[src/rtl/seq_match_logger.sv]
// Timestamps the match pulses of a serial sequence detector with a free-running bit
// position. The stamps go into a show-ahead FIFO that the host drains with valid/ready.
module seq_match_logger #(
  parameter int TS_W  = 16,
  parameter int DEPTH = 4,
  parameter int CNT_W = 8
) (
  input  logic                     clk,
  input  logic                     reset,
  input  logic                     clear,
  input  logic                     match_in,
  output logic [TS_W-1:0]          ts_data,
  output logic                     ts_valid,
  input  logic                     ts_ready,
  output logic [$clog2(DEPTH):0]   fifo_level,
  output logic [CNT_W-1:0]         match_count,
  output logic                     overflow
);

  localparam int AW = $clog2(DEPTH);

  logic [TS_W-1:0]  pos_q, pos_d;
  logic [AW:0]      wr_ptr_q, wr_ptr_d;
  logic [AW:0]      rd_ptr_q, rd_ptr_d;
  logic [CNT_W-1:0] cnt_q, cnt_d;
  logic             ovf_q, ovf_d;
  logic [TS_W-1:0]  mem_q [DEPTH];
  logic [TS_W-1:0]  mem_d [DEPTH];

  logic [AW:0] level;
  logic        empty, full, push, pop, wr_en;

  function automatic logic [CNT_W-1:0] sat_inc(input logic [CNT_W-1:0] v);
    return (&v) ? v : v + 1'b1;
  endfunction

  assign level = wr_ptr_q - rd_ptr_q;
  assign empty = (level == '0);
  assign full  = (level == (AW+1)'(DEPTH));
  assign push  = match_in & ~clear;
  assign pop   = ~empty & ts_ready & ~clear;
  // A pop on a full FIFO frees the slot for the push that arrives in the same cycle.
  assign wr_en = push & (~full | pop);

  always_comb begin
    pos_d    = pos_q;
    wr_ptr_d = wr_ptr_q;
    rd_ptr_d = rd_ptr_q;
    cnt_d    = cnt_q;
    ovf_d    = ovf_q;
    mem_d    = mem_q;
    if (clear) begin
      pos_d    = '0;
      wr_ptr_d = '0;
      rd_ptr_d = '0;
      cnt_d    = '0;
      ovf_d    = 1'b0;
    end else begin
      pos_d = pos_q + 1'b1;
      if (wr_en) begin
        mem_d[wr_ptr_q[AW-1:0]] = pos_q;
        wr_ptr_d                = wr_ptr_q + 1'b1;
      end
      if (pop) begin
        rd_ptr_d = rd_ptr_q + 1'b1;
      end
      if (push) begin
        cnt_d = sat_inc(cnt_q);
      end
      if (push && full && !pop) begin
        ovf_d = 1'b1;
      end
    end
  end

  always_ff @(posedge clk or posedge reset) begin
    if (reset) begin
      pos_q    <= '0;
      wr_ptr_q <= '0;
      rd_ptr_q <= '0;
      cnt_q    <= '0;
      ovf_q    <= 1'b0;
    end else begin
      pos_q    <= pos_d;
      wr_ptr_q <= wr_ptr_d;
      rd_ptr_q <= rd_ptr_d;
      cnt_q    <= cnt_d;
      ovf_q    <= ovf_d;
    end
  end

  // The storage array carries data only; the pointers decide which entries are valid.
  always_ff @(posedge clk) begin
    mem_q <= mem_d;
  end

  assign ts_valid    = ~empty;
  assign ts_data     = empty ? '0 : mem_q[rd_ptr_q[AW-1:0]];
  assign fifo_level  = level;
  assign match_count = cnt_q;
  assign overflow    = ovf_q;

endmodule

[config.mk]
export PLATFORM = sky130hd
export DESIGN_NAME = seq_match_logger
export DESIGN_NICKNAME = d
export VERILOG_FILES = /design/src/rtl/seq_match_logger.sv
export SDC_FILE = /design/constraint.sdc
export NUM_CORES = 1
export LEC_CHECK = 0
export CAP_MARGIN = 10
export CORE_ASPECT_RATIO = 2
export CORE_MARGIN = 8
export CORE_UTILIZATION = 57
export DETAILED_ROUTE_END_ITERATION = 10
export GPL_TIMING_DRIVEN = 0
export PLACE_DENSITY = 0.79
export SLEW_MARGIN = 30
export SYNTH_ARGS = -nofsm -noshare
export SYNTH_HDL_FRONTEND = slang
export SYNTH_SLANG_ARGS = --single-unit
[constraint.sdc]
create_clock -name clk -period 3.4 [get_ports clk]
set_clock_uncertainty 0.2 [all_clocks]
set_input_delay 0.51 -clock clk [delete_from_list [all_inputs] [get_ports clk]]
set_output_delay 0.51 -clock clk [all_outputs]
set_load 0.02 [all_outputs]
# --- Word level (Yosys, flattened, before mapping) ---
# Cells that the tools add are included.
op_classes:
  n_mux: 17
  n_reduce_logical: 12
  n_eq_ne: 2
  add_sub_neg: 5
  order_cmp: 3
  bitwise: 10
op_table:
  columns: ["operator", "count"]
  rows:
  - ["16-bit two-way mux", 5]
  - ["64-bit bitwise mux", 1]
  - ["16-bit binary-select mux with 2-bit select", 1]
  - ["16-bit demux with 2-bit select", 1]
  - ["8-bit two-way mux", 3]
  - ["16-bit by 1-bit adder with 16-bit output, second input constant", 1]
  - ["3-bit two-way mux", 4]
  - ["8-bit by 1-bit adder with 8-bit output, second input constant", 1]
  - ["8-bit AND reduction", 1]
  - ["2-bit nonzero test", 4]
  - ["3-bit by 1-bit adder with 3-bit output, second input constant", 2]
  - ["3-bit greater-or-equal comparator, second input constant", 2]
  - ["2-bit inverter with 3-bit output", 2]
  - ["1-bit bitwise AND", 4]
  - ["2-bit AND reduction", 2]
  - ["3-bit == test, second input constant", 1]
  - ["1-bit logical AND", 3]
  - ["3-bit zero test", 1]
  - ["3-bit by 1-bit less-than comparator with 1-bit output, second input constant", 1]
  - ["1-bit inverter", 3]
  - ["3-bit subtractor", 1]
  - ["1-bit two-way mux", 2]
  - ["2-bit != test, second input constant", 1]
  - ["1-bit zero test", 1]
  - ["1-bit bitwise OR", 1]
totals:
  in_bits: 5
  elab_cells: 58
  ff_bits: 95

# --- Depth between registers and ports, before layout ---
depth:
  depth_word: 9
  mapped_depth: 8
  depth_no_buf: 8

# --- Worst setup path after synthesis ---
# OpenSTA, ideal clock, no wires.
synth_timing:
  path_kind: "reg-to-output"
  from: "register wr_ptr_q[0]"
  to: "output ts_data[11]"
  path_stages_with_launch: 9
  arrival_ns: 2.126
  n_path_buf: 1
  path_slack_ns: 0.564
  required_ns: 2.690
  cell_sequence: "dfrtp_1 > inv_1 > ha_1 > fa_1 > xnor3_2 > inv_2 > nor2_2 > clkbuf_1 > and2b_1"
synth_via:
  elab_chain_cells: 3
synth_lines:
  columns: ["item", "line_no", "text"]
  rows:
  - ["from (decl)", "23", "logic [AW:0] wr_ptr_q, wr_ptr_d;"]
  - ["from (signal assigned)", "85", "wr_ptr_q <= wr_ptr_d;"]
  - ["3-bit subtractor", "37", "assign level = wr_ptr_q - rd_ptr_q;"]
  - ["named net fifo_level[2]", "15", "output logic [$clog2(DEPTH):0] fifo_level,"]
  - ["3-bit zero test", "38", "assign empty = (level == '0);"]
  - ["16-bit two-way mux", "98", "assign ts_data = empty ? '0 : mem_q[rd_ptr_q[AW-1:0]];"]
  - ["to (decl)", "12", "output logic [TS_W-1:0] ts_data,"]
# The timed path passes the listed nets, and every way through them passes these cells.

# --- Final worst setup path ---
layout_timing:
  from: "register wr_ptr_q[0]"
  to: "output ts_data[1]"
layout_via:
  elab_chain_cells: 3
layout_lines:
  columns: ["item", "line_no"]
  rows:
  - ["3-bit subtractor", "37"]
  - ["3-bit zero test", "38"]
  - ["16-bit two-way mux", "98"]
# No other way between the ends.

==> summary.md <==
| Metric | Value |
|---|---|
| CP startpoint kind | flop |
| Power density cells | about 760 nW/um2 |
| Synth Area in XOR/XNOR | under 10% |
| Internal | 2580 uW |
| DIE HEIGHT | 135 um |
| Combinational share of power | about 37% |
| Worst Max-Slew Pin Slew | 0.968 ns |
| Critical Path RT | about 2.7 ns |
| Avg WL per Cell | 18.4 um |
| Synth Register Bits | 95 |
| IO Pins | 34 |
| Max_slew headroom | 35.5% |
| CTS tree | built |
| Htree depth | 3 |
| Inserted Clock Buffers | 9 |
| CTS Hold Bufs | 0 |
| Most frequent cells after synthesis | edfxtp_1, dfrtp_1, nor2_1, mux4_2, xor2_1 |
| Finished Layout Cells | ~420 |
| Largest cells by area after synthesis | edfxtp_1, dfrtp_1, mux4_2, nor2_1, xor2_1 |
| Sw Pwr | 1120 uW |
| Most common cell in the synthesized netlist | edfxtp_1 |
| Core area | a little under 7000 um2 |
| Post-synthesis adder-cell area fraction | a little under 3% |
| Syn-to-layout area delta | 19.0% |
| Hold WS | approximately 0.32 ns |
| Hold Fails Final Rpt | 0 |
| GPL Wtd Cong | 0.769 |
| Placed cells | about 400 |
| Upper clock frequency limit | about 0.31 GHz |
| DIE AREA | 10,300 um2 |
| Syn Area/Cell | 14.8 um2 |
| Outcome | completed |
| EDFF count, synth | between 60 and 70 |
| Port Buf Inserts | 31 |
| Vias in the first global route | ~2.4k |
| Worst-path maximum fanout | 6 |
| Synth area leader | edfxtp_1 |
| P_leak | ~0.0019 uW |
| First-pass GRT wire length | 12.2 mm |
| Fin crit period | ~3.3 ns |
| Max Cap Viol | 0 |
| Vias | ~2.4k |
| Worst-path clk slew | about 0.060 ns |
| Setup crit end kind | primary output |
| Largest family of logic cells by synthesized area | simple AND/OR/NAND/NOR gates |
| Post-route DRC | 0 |
| Data arrival, critical path | about 2.6 ns |
| Total power | around 3700 uW |
| Unique cell type count in the Yosys netlist | 36 |
| Synth Area in Compound Gates | under 10% |
| Initial antenna violation count | 0 |
| Min setup slack post-route | approximately 0.13 ns |
| Seq/Total Area, Yosys | 66.3% |
| Routed Antenna Nets | 0 |
| Top cell type's share of synthesized area | approximately 47% |
| Fraction of power consumed by sequential logic | about 36% |
| 1st-pass router iterations | 4 |
| Worst min path class | flop to flop |
| Cell count after synthesis | between 200 and 300 |
| Nets | about 340 |
| Detailed Route WL | 7.66 mm |
| Setup violators final | 0 |
| Layout Utilization | ~70% |
| Mapped Area | 4070 um2 |
| Starting Density | just under 60% |
| VDD IR-drop max | just over 400 uV |
| Total track usage | between 10% and 20% |
| CTS sink cnt | 95 |
| Main synth FF type | edfxtp_1 |
| Max-slew violation count | 0 |
| RSZ-0062 raised after global routing | false |
| Largest net degree at the start of global routing | 32 |
| Die X | about 76 um |
| Async SR Flop Fraction | roughly 33% |
| Clk_lat worst skew | around 0.33 ns |
| DP Worst Slack | -0.344 ns |
| Initial drt markers | around 200 |
| Root buf cell | clkbuf_16 |
| Kind of critical path | flop to primary output |
| Fin crit share | a little over nine tenths |
| Layout cell share with drive strength beyond 1 | 14.4% |
| Total congestion overflow | 0 |
| Vias per cell | 5.67 |
| Post-DP HPWL | about 5.0 mm |
| Antenna cells | 0 |
| Multiplexer area fraction after synthesis | between 10% and 20% |
| Syn nets | between 200 and 300 |
| Yosys warns | 0 |
| Clock Path Buffers | 2 |
| Sw Share | 30.2% |
| Simple-gate share of the synthesized area | 12.4% |
| Rows | 43 |
| Clk pwr share | around 27% |
stage by stage:
stage	area, um2	TNS [ns]
6_report	4840	0
5_1_grt	4840	0
4_1_cts	4850	0
3_5_place_dp	4490	-2.42
3_3_place_gp	4490	-1.43
2_1_floorplan	4070	0
repair_timing:
item / in CTS / in global routing
resized for setup: 23 / 7
buffers inserted: 4 / 0
endpoints found under the setup margin: 17 / 4
gates cloned: 1 / 0
pin swaps: 1 / 1
kinds of logic (layout without fill, tap and decap cells):
kind of cell             count (synthesis)  in the layout
multiplexers                            21             21
adder cells (fa/ha/maj)                  9              9
XOR/XNOR                                17             17
buffers and inverters                   20             72
flip-flops                              95             95
AO/OA/AOI/OAI                           16             16
AND/OR/NAND/NOR                         96             96
area by class of cell:
| type | count | area, um2 |
|---|---|---|
| multi-input cells | 159 | 1300 |
| well taps | 90 | 113 |
| clock inverters | 5 | 72.6 |
| fillers | 470 | 2100 |
| inverters | 9 | 33.8 |
| repair buffers | 36 | 338 |
| flip-flops and latches | 95 | 2700 |
| clock buffers | 11 | 233 |
| plain buffers | 11 | 56.3 |
per-layer routing:
layer / global-route usage (%) / wire length [um] / vias up
li1: - / - / 1099
met5: 0 / 0 / -
met1: 17.5 / 2920 / 1187
met3: 4.23 / 320 / 14
met4: 9.16 / 160 / 0
met2: 29.2 / 4270 / 60
flip-flops by register name, indices dropped and copies added (netlist names):
signal,cells
pos_q,16
match_count,8
mem_q,64
wr_ptr_q,3
overflow,1
rd_ptr_q,3
final timing paths:
kind,startpoint,endpoint,slack [ns],cells after the start
worst max register to register,wr_ptr_q[0],mem_q[1],0.23,7
worst min-delay path,overflow,overflow,0.32,2
worst max-delay path,wr_ptr_q[0],ts_data[1],0.13,8
max in group asynchronous,reset,pos_q[6],2.16,2
worst min register to register,overflow,overflow,0.32,2
min in group asynchronous,reset,pos_q[0],0.39,2
layout by cell type (no fill, tap or decap), types with 6 or more instances in the layout:
cell and count:
nor2_1 31, clkbuf_1 7, nand4_1 9, inv_1 7, edfxtp_1 64, and2b_1 8
a21oi_1 6, mux4_2 16, xor2_1 12, dfrtp_1 31, dlygate4sd2_1 13, nand3_1 7
ha_1 8, and2_1 7, nand2_1 9, clkbuf_16 9, clkdlybuf4s50_1 14, nor2b_1 11
power by group through the flow:
stage / sequential [uW] / combinational [uW] / clock [uW]
2_1_floorplan: 1340 / 791 / 0
3_3_place_gp: 1340 / 1290 / 0
3_5_place_dp: 1350 / 1310 / 0
4_1_cts: 1320 / 1400 / 1030
5_1_grt: 1330 / 1470 / 1070
6_report: 1320 / 1360 / 1010
worst max-delay path, cell delays in order (launching register included):
cell and delay [ns]:
dfrtp_1 0.35, inv_1 0.10, ha_1 0.24, fa_2 0.56
nand2_1 0.11, nor2_4 0.19, buf_4 0.17, and2b_1 0.18
dlygate4sd2_1 0.31
Power figures use the tool's default switching activity.
